### src/rtl/uart_tx_arbiter_if.sv
// uart_tx_arbiter_if
//   Bundle between the byte-stream requesters, the UART arbiter and the byte
//   serializer.
//   master : stream sources + serializer side (drives req*, tx_ready)
//   slave  : the arbiter (drives req_ack, grant, tx_*, busy, timeout_err,
//            pkt_count)
//   req[i], req_valid[i], req_last[i], req_data[8i+7:8i] : requester i byte stream
//   req_ack   : one-cycle "byte consumed" pulse per requester
//   grant     : one-hot current owner, zero when idle
//   tx_ready  : serializer can take a byte
//   tx_start  : one-cycle load strobe for tx_data
//   busy, timeout_err, pkt_count : status
interface uart_tx_arbiter_if #(
    parameter int NUM_REQ = 3,
    parameter int CNT_W   = 16
);
    logic [NUM_REQ-1:0]   req;
    logic [NUM_REQ-1:0]   req_valid;
    logic [NUM_REQ-1:0]   req_last;
    logic [8*NUM_REQ-1:0] req_data;
    logic [NUM_REQ-1:0]   req_ack;
    logic [NUM_REQ-1:0]   grant;
    logic                 tx_ready;
    logic                 tx_start;
    logic [7:0]           tx_data;
    logic                 busy;
    logic                 timeout_err;
    logic [CNT_W-1:0]     pkt_count;

    modport master (
        output req, req_valid, req_last, req_data, tx_ready,
        input  req_ack, grant, tx_start, tx_data, busy, timeout_err, pkt_count
    );

    modport slave (
        input  req, req_valid, req_last, req_data, tx_ready,
        output req_ack, grant, tx_start, tx_data, busy, timeout_err, pkt_count
    );
endinterface

### src/rtl/uart_tx_arbiter.sv
// uart_tx_arbiter
//   Shares one UART transmit serializer between NUM_REQ byte-stream requesters.
//   Ownership is granted per packet, round-robin, and a watchdog revokes the
//   grant from an owner that stops presenting bytes.
//   Ports:
//     clk   : UART-domain clock, rising edge
//     rst_n : synchronous active-low reset
//     bus   : uart_tx_arbiter_if.slave (request streams, serializer, status)
//   Build option:
//     UART_ARB_HEADER_EN : when defined, every packet is preceded by a header
//                          byte 8'hA0 | owner index (no req_ack for it).
//
//   state | meaning
//   ------+-----------------------------------------------------------------
//   IDLE  | no owner; pick next requester after the last granted index
//   GRANT | owner holds the transmitter, waiting for tx_ready && req_valid
//   SEND  | byte launched; skip one cycle, then wait for tx_ready
//   HDR   | (header build only) first state of a grant, sends the header byte
module uart_tx_arbiter #(
    parameter int NUM_REQ        = 3,
    parameter int TIMEOUT_CYCLES = 4096,
    parameter int CNT_W          = 16
) (
    input logic              clk,
    input logic              rst_n,
    uart_tx_arbiter_if.slave bus
);
    localparam int IDX_W = (NUM_REQ > 1) ? $clog2(NUM_REQ) : 1;
    localparam int TMO_W = $clog2(TIMEOUT_CYCLES + 1);

`ifdef UART_ARB_HEADER_EN
    typedef enum logic [1:0] {IDLE, GRANT, SEND, HDR} state_t;
`else
    typedef enum logic [1:0] {IDLE, GRANT, SEND} state_t;
`endif

    state_t             state_q, state_d;
    logic [IDX_W-1:0]   owner_q, owner_d;
    logic [IDX_W-1:0]   ptr_q, ptr_d;
    logic               last_q, last_d;
    logic               first_q, first_d;
    logic [TMO_W-1:0]   tmo_cnt_q, tmo_cnt_d;
    logic [NUM_REQ-1:0] grant_q, grant_d;
    logic [NUM_REQ-1:0] req_ack_q, req_ack_d;
    logic               tx_start_q, tx_start_d;
    logic [7:0]         tx_data_q, tx_data_d;
    logic               busy_q, busy_d;
    logic               timeout_err_q, timeout_err_d;
    logic [CNT_W-1:0]   pkt_count_q, pkt_count_d;

    logic               found;
    logic [IDX_W-1:0]   pick_idx;
    logic [IDX_W-1:0]   cand_idx;
    int                 cand;
    logic               own_req;
    logic               own_valid;
    logic               own_last;
    logic [7:0]         own_data;
    logic [TMO_W-1:0]   tmo_inc;
    logic               tmo_hit;

    always_comb begin
        state_d       = state_q;
        owner_d       = owner_q;
        ptr_d         = ptr_q;
        last_d        = last_q;
        first_d       = first_q;
        tmo_cnt_d     = tmo_cnt_q;
        grant_d       = grant_q;
        req_ack_d     = '0;
        tx_start_d    = 1'b0;
        tx_data_d     = tx_data_q;
        busy_d        = busy_q;
        timeout_err_d = 1'b0;
        pkt_count_d   = pkt_count_q;

        // Round-robin search starts one past the last granted index.
        found    = 1'b0;
        pick_idx = ptr_q;
        cand     = 0;
        cand_idx = '0;
        for (int i = 1; i <= NUM_REQ; i++) begin
            cand     = (int'(ptr_q) + i) % NUM_REQ;
            cand_idx = IDX_W'(cand);
            if (!found && bus.req[cand_idx]) begin
                found    = 1'b1;
                pick_idx = cand_idx;
            end
        end

        own_req   = bus.req[owner_q];
        own_valid = bus.req_valid[owner_q];
        own_last  = bus.req_last[owner_q];
        own_data  = 8'(bus.req_data >> {owner_q, 3'b000});
        tmo_inc   = tmo_cnt_q + 1'b1;
        tmo_hit   = (tmo_inc == TMO_W'(TIMEOUT_CYCLES));

        unique case (state_q)
            IDLE: begin
                if (found) begin
                    grant_d   = NUM_REQ'(1) << pick_idx;
                    busy_d    = 1'b1;
                    owner_d   = pick_idx;
                    ptr_d     = pick_idx;
                    tmo_cnt_d = '0;
`ifdef UART_ARB_HEADER_EN
                    state_d   = HDR;
`else
                    state_d   = GRANT;
`endif
                end
            end
            GRANT: begin
                if (bus.tx_ready && own_valid) begin
                    tx_start_d         = 1'b1;
                    req_ack_d[owner_q] = 1'b1;
                    tx_data_d          = own_data;
                    last_d             = own_last;
                    first_d            = 1'b1;
                    tmo_cnt_d          = '0;
                    state_d            = SEND;
                end else if (!own_req && !own_valid) begin
                    grant_d = '0;
                    busy_d  = 1'b0;
                    state_d = IDLE;
                end else if (!own_valid) begin
                    // tx_ready stalls with a valid byte do not count as idle
                    tmo_cnt_d = tmo_inc;
                    if (tmo_hit) begin
                        timeout_err_d = 1'b1;
                        grant_d       = '0;
                        busy_d        = 1'b0;
                        state_d       = IDLE;
                    end
                end
            end
`ifdef UART_ARB_HEADER_EN
            HDR: begin
                // An abort or timeout here releases without ever sending the header.
                if (!own_req && !own_valid) begin
                    grant_d = '0;
                    busy_d  = 1'b0;
                    state_d = IDLE;
                end else if (bus.tx_ready) begin
                    tx_start_d = 1'b1;
                    tx_data_d  = 8'hA0 | 8'(owner_q);
                    last_d     = 1'b0;
                    first_d    = 1'b1;
                    tmo_cnt_d  = '0;
                    state_d    = SEND;
                end else if (!own_valid) begin
                    tmo_cnt_d = tmo_inc;
                    if (tmo_hit) begin
                        timeout_err_d = 1'b1;
                        grant_d       = '0;
                        busy_d        = 1'b0;
                        state_d       = IDLE;
                    end
                end
            end
`endif
            SEND: begin
                // The serializer only drops tx_ready during the cycle after
                // tx_start, so that cycle's tx_ready is stale.
                if (first_q) begin
                    first_d = 1'b0;
                end else if (bus.tx_ready) begin
                    if (last_q) begin
                        pkt_count_d = pkt_count_q + 1'b1;
                        grant_d     = '0;
                        busy_d      = 1'b0;
                        state_d     = IDLE;
                    end else begin
                        state_d = GRANT;
                    end
                end
            end
            default: begin
                state_d = IDLE;
            end
        endcase
    end

    always_ff @(posedge clk) begin
        if (!rst_n) begin
            state_q       <= IDLE;
            owner_q       <= '0;
            ptr_q         <= IDX_W'(NUM_REQ - 1);
            last_q        <= 1'b0;
            first_q       <= 1'b0;
            tmo_cnt_q     <= '0;
            grant_q       <= '0;
            req_ack_q     <= '0;
            tx_start_q    <= 1'b0;
            tx_data_q     <= 8'h00;
            busy_q        <= 1'b0;
            timeout_err_q <= 1'b0;
            pkt_count_q   <= '0;
        end else begin
            state_q       <= state_d;
            owner_q       <= owner_d;
            ptr_q         <= ptr_d;
            last_q        <= last_d;
            first_q       <= first_d;
            tmo_cnt_q     <= tmo_cnt_d;
            grant_q       <= grant_d;
            req_ack_q     <= req_ack_d;
            tx_start_q    <= tx_start_d;
            tx_data_q     <= tx_data_d;
            busy_q        <= busy_d;
            timeout_err_q <= timeout_err_d;
            pkt_count_q   <= pkt_count_d;
        end
    end

    assign bus.grant       = grant_q;
    assign bus.req_ack     = req_ack_q;
    assign bus.tx_start    = tx_start_q;
    assign bus.tx_data     = tx_data_q;
    assign bus.busy        = busy_q;
    assign bus.timeout_err = timeout_err_q;
    assign bus.pkt_count   = pkt_count_q;
endmodule
### src/flat_wrapper.sv
// flat-port wrapper written by rule: the top's interface ports become plain ports
module uart_tx_arbiter_flat 
#(
    parameter int NUM_REQ        = 3,
    parameter int TIMEOUT_CYCLES = 4096,
    parameter int CNT_W          = 16
)
  (clk, rst_n, bus_req, bus_req_valid, bus_req_last, bus_req_data, bus_tx_ready, bus_req_ack, bus_grant, bus_tx_start, bus_tx_data, bus_busy, bus_timeout_err, bus_pkt_count);
  uart_tx_arbiter_if #(.NUM_REQ(NUM_REQ), .CNT_W(CNT_W)) bus_i ();
  input logic clk;
  input logic rst_n;
  input wire logic [$bits(bus_i.req)-1:0] bus_req;
  input wire logic [$bits(bus_i.req_valid)-1:0] bus_req_valid;
  input wire logic [$bits(bus_i.req_last)-1:0] bus_req_last;
  input wire logic [$bits(bus_i.req_data)-1:0] bus_req_data;
  input wire logic [$bits(bus_i.tx_ready)-1:0] bus_tx_ready;
  output wire logic [$bits(bus_i.req_ack)-1:0] bus_req_ack;
  output wire logic [$bits(bus_i.grant)-1:0] bus_grant;
  output wire logic [$bits(bus_i.tx_start)-1:0] bus_tx_start;
  output wire logic [$bits(bus_i.tx_data)-1:0] bus_tx_data;
  output wire logic [$bits(bus_i.busy)-1:0] bus_busy;
  output wire logic [$bits(bus_i.timeout_err)-1:0] bus_timeout_err;
  output wire logic [$bits(bus_i.pkt_count)-1:0] bus_pkt_count;
  assign bus_i.req = bus_req;
  assign bus_i.req_valid = bus_req_valid;
  assign bus_i.req_last = bus_req_last;
  assign bus_i.req_data = bus_req_data;
  assign bus_i.tx_ready = bus_tx_ready;
  assign bus_req_ack = bus_i.req_ack;
  assign bus_grant = bus_i.grant;
  assign bus_tx_start = bus_i.tx_start;
  assign bus_tx_data = bus_i.tx_data;
  assign bus_busy = bus_i.busy;
  assign bus_timeout_err = bus_i.timeout_err;
  assign bus_pkt_count = bus_i.pkt_count;
  uart_tx_arbiter #(.NUM_REQ(NUM_REQ), .TIMEOUT_CYCLES(TIMEOUT_CYCLES), .CNT_W(CNT_W)) u_core (.clk(clk), .rst_n(rst_n), .bus(bus_i));
endmodule
### config.mk
export PLATFORM = sky130hd
export DESIGN_NAME = uart_tx_arbiter_flat
export DESIGN_NICKNAME = d
export VERILOG_FILES = /design/src/rtl/uart_tx_arbiter_if.sv /design/src/rtl/uart_tx_arbiter.sv /design/src/flat_wrapper.sv
export SDC_FILE = /design/constraint.sdc
export NUM_CORES = 1
export LEC_CHECK = 0
export BUFFER_PORTS_ARGS = -buffer_cell sky130_fd_sc_hd__clkbuf_2
export CAP_MARGIN = 20
export CORE_MARGIN = 8
export CORE_UTILIZATION = 45
export CTS_BUF_LIST = sky130_fd_sc_hd__clkbuf_8
export DETAILED_ROUTE_END_ITERATION = 6
export GPL_ROUTABILITY_DRIVEN = 0
export GPL_TIMING_DRIVEN = 0
export PLACE_DENSITY_LB_ADDON = 0.1
export SETUP_SLACK_MARGIN = 0.2
export SLEW_MARGIN = 0
export SYNTH_ARGS = -nofsm -noshare
export SYNTH_HDL_FRONTEND = slang
export SYNTH_SLANG_ARGS = --single-unit
export TNS_END_PERCENT = 10
### constraint.sdc
create_clock -name clk -period 2.6 [get_ports clk]
set_input_delay 0.39 -clock clk [delete_from_list [all_inputs] [get_ports clk]]
set_output_delay 0.39 -clock clk [all_outputs]
set_load 0.01 [all_outputs]
==> results by group, run 1 <==
Power
  – Max IR drop VDD: 0.000442 V
  – Leak Pwr: 1.55 nW
  – PnR Total Power: 2.85 mW
  – PD cells: 737 nW/µm²

Routing
  – Vias per cell: 5.42
  – Via count: 3060
  – Remaining DRCs: 0
  – Routed wire length: 8.17 mm
  – DR pass1 iterations: 4
  – Wirelength per Cell: 14.5 µm
  – Number of routed nets with antenna violations: 0
  – DRT iter0 DRCs: 135

CTS
  – Clock-pin transition on the worst setup and hold timing paths: 0.11 ns
  – CTS buffer count: 5
  – Clk_lat worst skew: 0.32 ns
  – Deepest clock path buffer count: 2
  – H-Tree Depth: 2
  – CTS sink count: 53
  – Clock root cell: clkbuf_8
  – TritonCTS clock tree: yes

Worst setup path
  – CP Capture Type: flip-flop
  – FF-to-FF path depth: 8
  – Max stage delay on crit path: 0.41 ns
  – R2r startpoint: u_core.ptr_q[1]
  – Critical path peak fanout: 10
  – Worst setup path startpoint: u_core.ptr_q[1]
  – CP cell instances: inv_1 -> ha_1 -> o211ai_1 -> a31oi_4 -> or3_4 -> clkbuf_4 -> nor3_1 -> o221a_2
  – Critical path arrival: 2.58 ns
  – Setup CP Type: flip-flop to flip-flop
  – CP max-delay cell: or3_4
  – Worst path required time: 2.86 ns
  – CP startpoint kind: flip-flop
  – Crit Reg-Reg Endpoint: u_core.tmo_cnt_q[9]
  – R2r setup slk: 0.28 ns

Logic synthesis
  – Cells after Synth: 392
  – Area share of the largest cell type after synthesis: 33.3%
  – Post-synth top cells: nor2_1, dfxtp_1, nand2_1
  – Area contributors post-synth: dfxtp_1, nor2_1, mux2i_1
  – Post-synthesis register bit count: 53
  – Seq/Total Area, Yosys: 33.3%
  – Mapped Area: 3190 µm²
  – Mean Syn Cell Area: 8.13 µm²
  – Asr flop ratio synth: 0%
  – Synth cell types: 58
  – Top-count cell post-synth: nor2_1
  – Synth Flop Type: dfxtp_1
  – Post-Syn Nets: 437
  – Cell taking the most area after synthesis: dfxtp_1
  – Number of synthesized flops with an enable pin: 0
  – Synth Warn #: 0

STA
  – Fin crit share: 89.3%
  – Post-layout minimum cycle time: 2.32 ns
  – Worst slew pin tran: 0.652 ns
  – WHS: 0.364 ns
  – Max frequency: 0.431 GHz
  – Setup WS post-layout: 0.278 ns
  – Unrepaired setup endpoints after global routing: true
  – Final Hold Fails: 0
  – Slew Viols, Final: 0
  – Slew headroom: 56.4%
  – Setup_tns: 0 ns
  – # setup viols final: 0
  – Setup Skew: 0.0141 ns

Cells and area
  – Synth-to-Final Area Change: 21.5%
  – Non-filler instance count after layout: 565
  – Fin area: 3870 µm²
  – Ratio of cells with drive above 1 in the final layout: 26.0%
  – End-of-flow core utilization: 56.6%
  – ANT cells: 0
  – Nets: 513
  – Filler cells: 669

Min path
  – Min-delay src: rst_n
  – Hold Path End: u_core.bus.busy
  – HP Class: primary input to flip-flop
  – Worst Hold Depth: 3

Outcome
  – Status: finished, final reports clean

Global routing
  – Initial antenna violation count: 0
  – GR Overflow Total: 0
  – Global-route wire length before repair: 13.7 mm
  – Largest net degree at the start of global routing: 19
  – Vias in the first global route: 3000
  – Gr usage total: 16.5%

Floorplan
  – Full die area: 10000 µm²
  – Die height: 100 µm
  – Die W: 100 µm
  – Core area: 6830 µm²
  – Num ports: 69
  – Initial core utilization: 46.6%
  – Num rows: 30

Place
  – Post-DP Area: 3640 µm²
  – Post-DP HPWL: 6.01 mm
  – Port buffer count: 66
  – Placement Setup Slack: 0.0394 ns
  – Dpl cells: 554

Job
  – MaxCap Viol Count: 0
-- what timing repair did --
item / in CTS / in global routing
buffers inserted: 1 / 2
hold buffers: 0 / 0
endpoints found under the setup margin: 20 / 22
resized for setup: 7 / 21
pin swaps: 0 / 4
gates cloned: 0 / 0
-- worst max path at each step --
stage               slack [ns]  cells after the start              endpoint
finish                    0.28                      8   u_core.tmo_cnt_q[9]
global route              0.15                      8  u_core.tmo_cnt_q[11]
CTS                       0.13                      7     u_core.state_q[1]
detailed placement        0.04                      9   u_core.tmo_cnt_q[4]
global placement          0.07                      9  u_core.tmo_cnt_q[11]
floorplan                 0.36                      7     u_core.state_q[1]
-- registers in the layout, summed over array words and instances (netlist names) --
register                cells
u_core.bus.timeout_err      1
u_core.state_q              2
u_core.bus.tx_start         1
u_core.bus.grant            3
u_core.bus.tx_data          8
u_core.bus.pkt_count       16
u_core.last_q               1
u_core.bus.busy             1
u_core.tmo_cnt_q           13
u_core.owner_q              1
u_core.bus.req_ack          3
u_core.ptr_q                2
u_core.first_q              1
-- report_power, final --
| group | switching, mW | leakage (nW) | internal [mW] |
|---|---|---|---|
| logic | 0.765 | 1.06 | 0.528 |
| clock network | 0.306 | 0.0591 | 0.294 |
| registers | 0.0600 | 0.431 | 0.901 |
| total | 1.13 | 1.55 | 1.72 |
-- final cells by class --
class / instances / area, µm² / share of cell area [%]
sequential: 53 / 1070 / 27.6
tap: 96 / 120 / 3.10
timing repair buffer: 69 / 353 / 9.12
buffer: 25 / 125 / 3.23
multi-input combinational: 295 / 2020 / 52.1
clock buffer: 5 / 68.8 / 1.78
inverter: 19 / 71.3 / 1.84
clock inverter: 3 / 47.5 / 1.23
-- cells by family after synthesis --
group / after synthesis / share of synthesized area (%)
DFF: 53 / 33.3
buffers and inverters: 44 / 5.85
adders and majority gates: 9 / 3.54
xor gates and xnor gates: 20 / 5.50
muxes: 21 / 6.68
and+or+nand+nor: 159 / 24.4
AOI/OAI and AO/OA: 86 / 20.8
-- cells in the final DEF (no fill, tap or decap), drive strengths merged, types with 7 or more instances in the layout --
cell / instances
ha: 9
xnor2: 11
nor2: 56
nor3: 13
dfxtp: 53
and3: 7
a211oi: 13
mux2i: 19
o221a: 10
nand2: 33
buf: 8
inv: 21
a21oi: 18
and2: 7
clkbuf: 91
o21ai: 12
nand3: 14
xor2: 9
nand4: 10
-- per-layer routing --
metal | routed length (µm) | global-route usage [%]
met3 | 409 | 3.94
met4 | 95 | 5.00
met2 | 3730 | 27.3
met1 | 3930 | 20.5
met5 | 0 | 0
-- worst max-delay path, delay by kind of cell (launching register included) --
family | cells | cell delay (ns)
flops | 1 | 0.38
simple gates | 2 | 0.57
fa+ha+maj | 1 | 0.35
buf+inv | 2 | 0.25
compound gates | 3 | 0.69
(Power assumes the default switching activity.)
==> inputs of run 2 (changes only) <==
--- a/config.mk
+++ b/config.mk
@@ -5,6 +5,7 @@
 export SDC_FILE = /design/constraint.sdc
 export NUM_CORES = 1
 export LEC_CHECK = 0
+export ABC_AREA = 1
 export BUFFER_PORTS_ARGS = -buffer_cell sky130_fd_sc_hd__clkbuf_2
 export CAP_MARGIN = 20
 export CORE_MARGIN = 8
@@ -15,7 +16,7 @@
 export GPL_TIMING_DRIVEN = 0
 export PLACE_DENSITY_LB_ADDON = 0.1
 export SETUP_SLACK_MARGIN = 0.2
-export SLEW_MARGIN = 0
+export SLEW_MARGIN = 20
 export SYNTH_ARGS = -nofsm -noshare
 export SYNTH_HDL_FRONTEND = slang
 export SYNTH_SLANG_ARGS = --single-unit
==> run 2 against run 1 <==
Effect of this change: core utilization fell by 2.0 points; routed wire length fell by 2.6%; via count rose by 0.98%; hold slack got worse by 0.051 ns; register-to-register slack improved by 0.12 ns; non-clock buffer count fell by 14; highest routed layer unchanged; synthesized cell count rose by 17%.
==> results by group, run 2 <==
Logic synthesis
  – Area contributors post-synth: dfxtp_1, nand2_1, nor2_1
  – Asr flop ratio synth: 0%
  – Mapped Area: 3180 µm²
  – Seq/Total Area, Yosys: 33.4%
  – Post-synthesis register bit count: 53
  – Mean Syn Cell Area: 6.93 µm²
  – Synth Flop Type: dfxtp_1
  – Synth Warn #: 0
  – Cells after Synth: 459
  – Post-Syn Nets: 504
  – Cell taking the most area after synthesis: dfxtp_1
  – Area share of the largest cell type after synthesis: 33.4%
  – Post-synth top cells: nand2_1, dfxtp_1, nor2_1
  – Number of synthesized flops with an enable pin: 0
  – Top-count cell post-synth: nand2_1
  – Synth cell types: 42

STA
  – Slew headroom: 52.2%
  – Setup Skew: 0.0142 ns
  – Post-layout minimum cycle time: 2.21 ns
  – Setup_tns: 0 ns
  – Max frequency: 0.453 GHz
  – Unrepaired setup endpoints after global routing: true
  – Worst slew pin tran: 0.717 ns
  – # setup viols final: 0
  – Fin crit share: 84.8%
  – WHS: 0.313 ns
  – Slew Viols, Final: 0
  – Final Hold Fails: 0

Routing
  – Wirelength per Cell: 12.6 µm
  – Vias per cell: 4.90
  – Via count: 3090
  – Remaining DRCs: 0
  – DRT iter0 DRCs: 78
  – Routed wire length: 7.96 mm
  – DR pass1 iterations: 4
  – Number of routed nets with antenna violations: 0

Global routing
  – GR Overflow Total: 0
  – Vias in the first global route: 2826
  – Gr usage total: 16.2%
  – Global-route wire length before repair: 13.3 mm
  – Initial antenna violation count: 0
  – Largest net degree at the start of global routing: 18

CTS
  – CTS sink count: 53
  – Deepest clock path buffer count: 2
  – CTS buffer count: 5
  – Clk_lat worst skew: 0.32 ns
  – H-Tree Depth: 2
  – TritonCTS clock tree: yes
  – Clock-pin transition on the worst setup and hold timing paths: 0.10 ns
  – Clock root cell: clkbuf_8

Worst setup path
  – Crit Reg-Reg Endpoint: u_core.bus.grant[0]
  – Setup CP Type: flip-flop to flip-flop
  – Cell repeated most along the worst path: nand2_1
  – CP Capture Type: flip-flop
  – Critical path arrival: 2.37 ns
  – Buf/Inv on CP: 0
  – CP startpoint kind: flip-flop
  – FF-to-FF path depth: 12
  – CP cell instances: ha_2 -> nand2_1 -> o21bai_1 -> nand2_1 -> nor2_1 -> nand2_1 -> nor2_1 -> nand4_1 -> nand2_1 -> nand2_2 -> nand2_1 -> a21oi_1
  – Max stage delay on crit path: 0.51 ns
  – R2r setup slk: 0.39 ns
  – Critical path peak fanout: 8
  – Worst path top cell family by delay: simple AND/OR/NAND/NOR gates
  – Worst path required time: 2.77 ns
  – CP max-delay cell: dfxtp_1
  – R2r startpoint: u_core.tmo_cnt_q[0]

Floorplan
  – Die height: 100 µm
  – Core area: 6830 µm²
  – Num rows: 30
  – Die W: 100 µm
  – Num ports: 69
  – Initial core utilization: 46.5%
  – Full die area: 10000 µm²

Outcome
  – Status: finished, final reports clean

Cells and area
  – ANT cells: 0
  – Nets: 578
  – Reg area: 1060 µm²
  – Commonest cells after routing, fill and taps aside: nand2_1, clkbuf_2, dfxtp_1
  – Synth-to-Final Area Change: 17.5%
  – Area of the multi-input gates: 1840 µm²
  – Ratio of cells with drive above 1 in the final layout: 26.0%
  – Largest register FFs: 16
  – Commonest non-fill, non-tap cell in the layout: nand2_1
  – Fin area: 3740 µm²
  – Filler cells: 707

Place
  – Post-DP HPWL: 6.14 mm
  – Post-DP Area: 3630 µm²
  – Port buffer count: 67

Job
  – MaxCap Viol Count: 0

Power
  – Leak Pwr: 1.60 nW
  – Max IR drop VDD: 0.000457 V
  – PD cells: 806 nW/µm²
  – PnR Total Power: 3.01 mW

Min path
  – HP Class: primary input to flip-flop
  – Worst Hold Depth: 3
  – Min-delay src: bus_req_data[23]
  – Hold Path End: u_core.bus.tx_data[7]
[run 2: cell types whose count changed in the layout (fill, tap and decap cells not counted), moves of 13 or more]
cell	before	now
nand2_1	33	108
inv_1	19	45
mux2i_1	19	0
o21ai_1	0	19
nand3_1	13	30
a211oi_1	13	0
[run 2: layout make-up]
type / count / share of cell area [%]
Sequential cell: 53 / 28.4
Timing Repair Buffer: 67 / 8.98
Buffer: 13 / 1.91
Tap cell: 96 / 3.22
Clock inverter: 3 / 0.569
Clock buffer: 5 / 1.84
Inverter: 57 / 5.76
Multi-Input combinational cell: 336 / 49.3
[run 2: worst reg2reg max path: stages, from the launching register on]
cell and delay [ns]:
dfxtp_1 0.51, ha_2 0.30, nand2_1 0.09, o21bai_1 0.14
nand2_1 0.10, nor2_1 0.20, nand2_1 0.09, nor2_1 0.09
nand4_1 0.12, nand2_1 0.19, nand2_2 0.11, nand2_1 0.07
a21oi_1 0.05
[run 2: per-layer routing]
| metal | part of all wire (%) | track usage [%] | wire length [µm] |
|---|---|---|---|
| met1 | 49 | 21.4 | 3930 |
| met2 | 43 | 24.8 | 3450 |
| met3 | 6.2 | 4.84 | 495 |
| met4 | 1.0 | 4.19 | 80 |
| met5 | 0 | 0 | 0 |
[run 2: cell families (layout without fill, tap and decap cells)]
group	after synthesis	count (layout)	share of synthesized area, %
AND/OR/NAND/NOR	246	246	37.0
XOR/XNOR	6	6	1.89
adder cells (fa/ha/maj)	9	9	3.54
buffers and inverters	70	145	8.93
flip-flops	53	53	33.4
AO/OA/AOI/OAI	75	75	15.2
[run 2: power breakdown]
group	internal (mW)	total, mW	switching, mW	leakage, nW
clock	0.192	0.490	0.298	0.0445
sequential	0.906	0.983	0.0766	0.430
combinational	0.543	1.54	0.996	1.13
[run 2: timing repair]
action,CTS,global route
setup buffers,0,0
gates resized for setup,0,3
endpoints found under the setup margin,0,11
hold buffers,0,0
[run 2: per-stage QoR]
| step | util [%] | cells | worst slack (ns) |
|---|---|---|---|
| 4_1_cts | 54.5 | 630 | 0.342 |
| 2_1_floorplan | - | 459 | 0.690 |
| 5_1_grt | 54.7 | 630 | 0.171 |
| 3_5_place_dp | 53.2 | 622 | 0.366 |
| 6_report | 54.7 | 630 | 0.394 |
| 3_3_place_gp | 53.2 | 622 | 0.373 |
[run 2: worst max-delay path by stage]
stage,startpoint,to,slack (ns),depth (start not counted)
after floorplan,u_core.ptr_q[1],u_core.bus.grant[2],0.69,14
after global placement,u_core.ptr_q[1],u_core.bus.grant[1],0.37,14
after detailed placement,u_core.ptr_q[1],u_core.bus.grant[1],0.37,14
after CTS,u_core.ptr_q[1],u_core.bus.grant[1],0.34,14
after global routing,u_core.ptr_q[1],u_core.bus.grant[1],0.17,14
final,u_core.tmo_cnt_q[0],u_core.bus.grant[0],0.39,12
